==> src/rtl/i2c_pkg.sv <==
// Shared constants and helpers for the I2C controller's APB-facing blocks.
package i2c_pkg;

  localparam int DEF_DWIDTH = 32;
  localparam int DEF_DEPTH  = 16;

  localparam logic [7:0] ADDR_TXDATA = 8'h00;
  localparam logic [7:0] ADDR_RXDATA = 8'h04;
  localparam logic [7:0] ADDR_STATUS = 8'h08;
  localparam logic [7:0] ADDR_CTRL   = 8'h0C;

  // Smallest width w with 2**w >= depth; callers guarantee depth >= 2.
  function automatic int ptr_width(input int depth);
    int w;
    w = 0;
    for (int i = 0; i < 32; i++) begin
      if ((1 << w) < depth) w = w + 1;
    end
    return w;
  endfunction

endpackage

==> src/rtl/i2c_fifo_mem.sv <==
// FIFO storage: DEPTH x DWIDTH register array, one write port, one async read port.
module i2c_fifo_mem
  import i2c_pkg::*;
#(
  parameter int DWIDTH = DEF_DWIDTH,
  parameter int DEPTH  = DEF_DEPTH,
  parameter int AWIDTH = ptr_width(DEF_DEPTH)
) (
  input  logic              clk,
  input  logic              we,
  input  logic [AWIDTH-1:0] waddr,
  input  logic [DWIDTH-1:0] wdata,
  input  logic [AWIDTH-1:0] raddr,
  output logic [DWIDTH-1:0] rdata
);

  logic [DWIDTH-1:0] mem [DEPTH];

  // Contents are deliberately never reset; the head is don't-care while empty.
  always_ff @(posedge clk) begin
    if (we) mem[waddr] <= wdata;
  end

  assign rdata = mem[raddr];

endmodule

==> src/rtl/i2c_tx_fifo.sv <==
// Show-ahead synchronous FIFO between the APB slave and the I2C core, with sticky
// overflow/underflow errors and occupancy-derived status flags.
module i2c_tx_fifo
  import i2c_pkg::*;
#(
  parameter int DWIDTH    = DEF_DWIDTH,
  parameter int DEPTH     = DEF_DEPTH,
  parameter int AF_MARGIN = 2,
  parameter int AE_MARGIN = 2,
  localparam int AWIDTH   = ptr_width(DEPTH)
) (
  input  logic              PCLK,
  input  logic              PRESETn,
  input  logic              WR_EN,
  input  logic [DWIDTH-1:0] DATA_IN,
  input  logic              RD_EN,
  output logic [DWIDTH-1:0] DATA_OUT,
  input  logic              CLEAR,
  output logic              FULL,
  output logic              EMPTY,
  output logic              ALMOST_FULL,
  output logic              ALMOST_EMPTY,
  output logic [AWIDTH:0]   COUNT,
  output logic              OVERFLOW,
  output logic              UNDERFLOW,
  output logic              ERROR
);

  localparam logic [AWIDTH:0] FULL_LEVEL = (AWIDTH + 1)'(DEPTH);
  localparam logic [AWIDTH:0] AF_LEVEL   = (AWIDTH + 1)'(DEPTH - AF_MARGIN);
  localparam logic [AWIDTH:0] AE_LEVEL   = (AWIDTH + 1)'(AE_MARGIN);

  logic [AWIDTH-1:0] wr_ptr;
  logic [AWIDTH-1:0] rd_ptr;
  logic [AWIDTH:0]   count_q;
  logic              overflow_q;
  logic              underflow_q;
  logic              push_ok;
  logic              pop_ok;
  logic              mem_we;

  // A full FIFO still accepts a write when the same cycle pops the head.
  assign push_ok = WR_EN & (~FULL | RD_EN);
  assign pop_ok  = RD_EN & ~EMPTY;
  assign mem_we  = push_ok & PRESETn & ~CLEAR;

  i2c_fifo_mem #(
    .DWIDTH (DWIDTH),
    .DEPTH  (DEPTH),
    .AWIDTH (AWIDTH)
  ) u_mem (
    .clk   (PCLK),
    .we    (mem_we),
    .waddr (wr_ptr),
    .wdata (DATA_IN),
    .raddr (rd_ptr),
    .rdata (DATA_OUT)
  );

  always_ff @(posedge PCLK) begin
    if (!PRESETn || CLEAR) begin
      wr_ptr      <= '0;
      rd_ptr      <= '0;
      count_q     <= '0;
      overflow_q  <= 1'b0;
      underflow_q <= 1'b0;
    end else begin
      if (push_ok) wr_ptr <= wr_ptr + AWIDTH'(1);
      if (pop_ok)  rd_ptr <= rd_ptr + AWIDTH'(1);
      if (push_ok && !pop_ok)      count_q <= count_q + (AWIDTH + 1)'(1);
      else if (pop_ok && !push_ok) count_q <= count_q - (AWIDTH + 1)'(1);
      if (WR_EN && FULL && !RD_EN) overflow_q  <= 1'b1;
      if (RD_EN && EMPTY)          underflow_q <= 1'b1;
    end
  end

  assign COUNT        = count_q;
  assign FULL         = (count_q == FULL_LEVEL);
  assign EMPTY        = (count_q == '0);
  assign ALMOST_FULL  = (count_q >= AF_LEVEL);
  assign ALMOST_EMPTY = (count_q <= AE_LEVEL);
  assign OVERFLOW     = overflow_q;
  assign UNDERFLOW    = underflow_q;
  assign ERROR        = overflow_q | underflow_q;

endmodule
==> config.mk <==
export PLATFORM = sky130hd
export DESIGN_NAME = i2c_tx_fifo
export DESIGN_NICKNAME = d
export VERILOG_FILES = /design/src/rtl/i2c_pkg.sv /design/src/rtl/i2c_fifo_mem.sv /design/src/rtl/i2c_tx_fifo.sv
export SDC_FILE = /design/constraint.sdc
export NUM_CORES = 1
export LEC_CHECK = 0
export ABC_CLOCK_PERIOD_IN_PS = 2780
export BUFFER_PORTS_ARGS = -buffer_cell sky130_fd_sc_hd__buf_2
export CAP_MARGIN = 20
export CORE_UTILIZATION = 35
export DETAILED_ROUTE_END_ITERATION = 6
export SLEW_MARGIN = 20
export SYNTH_ARGS = -nofsm -noshare
export SYNTH_HDL_FRONTEND = slang
export SYNTH_SLANG_ARGS = --single-unit
==> constraint.sdc <==
create_clock -name PCLK -period 2.78 [get_ports PCLK]
set_input_delay 0.139 -clock PCLK [delete_from_list [all_inputs] [get_ports PCLK]]
set_output_delay 0.139 -clock PCLK [all_outputs]
set_load 0.1 [all_outputs]
==> impl_results.md <==
* Hold Path Stages at 4
* Reg area at 15800 um^2
* Setup violators final at 0
* Site Rows at 87
* P&R area growth vs syn at 19.9%
* Fmax at 0.372 GHz
* Largest net degree at the start of global routing at 53
* Critical path launch point type: flop
* CP Depth at 6
* CTS Sinks at 531
* Overflow after GRT at 0
* Filler Cells Inserted at 4847
* Initial core utilization at 35.6%
* # IOs at 81
* Post-synthesis register bit count at 531
* Sequential share of the synthesized area at 78.1%
* Fin crit period at 2.69 ns
* Asr flop ratio synth at 0%
* Mapped Cells at just over 900
* Synth cell types at 38
* Worst hold margin at 0.0580 ns
* Detail Placement HPWL at 22.4 mm
* Top-area cell type share of the netlist area at about three quarters
* Fin crit share at a little over nine tenths
* Vias/cell at ~5.1
* Crit path buffers/inverters at 3
* Hold Crit Class: in2reg
* Dpl ws at about 0.11 ns
* Highest metal used: met5
* Crit. End Element: output pin
* Final worst setup slack at 0.0949 ns
* Setup CP Type: reg2out
* Number of I/O port buffers at 80
* Drt first pass iters at 5
* Multi-input logic area at 4330 um^2
* Met3 wire len at 2.19 mm
* First-pass GRT wire length at ~66 mm
* Largest stage delay on the critical path at 0.52 ns
* Die Width at approximately 240 um
* CTS root buf: clkbuf_16
* Clk_lat worst skew at 0.60 ns
* Net Count, Synth at ~960
* Setup slack, reg-to-reg at 0.17 ns
* CP arrival at 2.55 ns
* Power Dens Cells at 728 nW/um^2
* Synth area leaders: edfxtp_1, mux4_2, a22oi_1
* 1st-iter DRT viols at 879
* Post-synth EDFFs at approximately 500
* DRT Wirelength at 44.3 mm
* CTS tree: built
* Avg Inst Size Synth at 22.2 um^2
* Post-synthesis cell area at 20200 um^2
* Die area at between 50000 and 60000 um^2
* Gpl congestion at 0.721
* Critical path data required time at 2.64 ns
* Worst-Margin Slew at between 1 and 1.5 ns
* Die Height at 242 um
* Met2 Routed Length at 21.0 mm
* Max-slew violations at 0
* Met1 wire length at 20.3 mm
* Leakage power at 7.60 nW
* Nets at 1122
* CTS Buf Count at 53
* Critical-path top delay cell: mux4_2
* Total Power at approximately 0.018 W
* Area of the core at around 57000 um^2
* Final Hold Fails at 0
* Synth Flop Type: edfxtp_1
* Vias in the first global route at 10300
* Clock tree buffer depth at 3
* Htree depth at 2
* DRC errors left at 0
* Worst vdd ir at between 600 and 700 uV
* Total GRT Usage at between 10% and 20%
* Final Non-Filler Cells at 1874
* Crit-path max FO at 16
* WL per Instance at between 20 and 25 um
* Max_cap viols at 0
* Clk slew on worst S/H paths at about 0.060 ns
* Slew HR at 32.6%
* Crit-path leading delay family: buffers and inverters
* Status: complete, no violations
* Cell taking the most area after synthesis: edfxtp_1
* Dpl cells at between 1500 and 2000
* Ant diodes at 0
* Initial antenna violation count at 2
* Share of cells above drive strength 1 at between 30 and 40%
* Worst Reg2Reg Path Length in Cells at 10
* Vias at about 9600
* CP cell instances: buf_12 > clkbuf_16 > mux4_2 > a22oi_1 > nand2_1 > buf_6
* Warnings, synthesis at 0
* Final Skew at between 0.02 and 0.025 ns
* Remaining antenna violation count after routing at 0
-- synth_stat cells, drive strengths merged, types with 2 or more instances --
master	instances
buf	16
mux2i	2
nand3	12
a21oi	6
nand2	37
inv	5
o21ai	2
xor2	4
or4	4
edfxtp	512
ha	9
a22oi	64
xnor2	2
dfxtp	19
or3	2
mux4	128
o211ai	2
nor2	35
nor2b	3
or2	2
clkbuf	31
-- per-layer routing --
layer	vias to the layer above	GRT usage, %
met3	62	2.15
met1	5156	22.2
met2	250	23.8
met5	-	0
met4	4	4.06
li1	4167	-
-- tightest hold or removal path: stages --
cell and delay, ns:
buf_2 0.10, nor2b_1 0.18, nand2_1 0.09, o21ai_0 0.08
-- report_power, final --
| group | internal (W) | leakage, nW | switching, W |
|---|---|---|---|
| combinational | 0.000587 | 1.99 | 0.00114 |
| sequential | 0.00881 | 4.76 | 0.0000420 |
| clock | 0.00407 | 0.848 | 0.00295 |
| total | 0.0135 | 7.60 | 0.00414 |
-- what timing repair did --
| item | 4_1_cts | 5_1_grt |
|---|---|---|
| endpoints found under the setup margin | 16 | 25 |
| endpoints found under the hold margin | 518 | 0 |
| pin swaps | 0 | 2 |
| setup buffers | 0 | 6 |
| hold buffers | 35 | 0 |
| resized for setup | 13 | 22 |
| cloned | 1 | 1 |
-- cell type report --
class                   instances  share of cell area, %
repair buffers                158                   5.74
multi-input cells             326                   17.9
flip-flops and latches        531                   65.2
clock inverters                37                   1.51
well taps                     756                   3.91
inverters                       5                 0.0776
clock buffers                  61                   5.61
-- cells by family after synthesis --
kind of cell	synth area share [%]
XOR/XNOR	0.261
AND/OR/NAND/NOR	2.25
AO/OA/AOI/OAI	3.15
flip-flops	78.1
buffers and inverters	1.16
multiplexers	14.4
adder cells (fa/ha/maj)	0.658
-- state kept, by name (all words and copies together), names as in the netlist, named ones only --
signal / count
wr_ptr: 4
OVERFLOW: 1
COUNT: 5
u_mem.mem: 512
rd_ptr: 4
UNDERFLOW: 1
-- placed cells by master (no fill, tap or decap), types with 17 or more instances in the layout --
master         synthesis  routed
nand2_1               37      36
dlygate4sd3_1          0      35
edfxtp_1             512     512
nor2_1                35      17
nor2_4                 0      17
mux4_2               128     128
a22oi_1               64      64
buf_2                 13      64
clkbuf_16              0      54
buf_4                  0      33
-- stage by stage --
step / utilization [%] / TNS (ns) / cell area [um^2]
after floorplan: - / 0 / 20300
after global placement: 38.6 / 0 / 21900
after detailed placement: 38.6 / 0 / 21900
after CTS: 42.4 / -0.0709 / 24100
after global routing: 42.6 / -0.00145 / 24200
final: 42.6 / 0 / 24200
-- worst paths after layout --
kind / from / endpoint
worst max-delay path: flop / DATA_OUT[6]
worst min-delay path: PRESETn / wr_ptr[3]$_SDFFE_PP0P_
worst max register to register: COUNT[3]$_SDFFE_PP0P_ / COUNT[4]$_SDFFE_PP0P_
worst min register to register: rd_ptr[3]$_SDFFE_PP0P_ / rd_ptr[3]$_SDFFE_PP0P_
No activity file was read; power rests on OpenSTA's default activity.
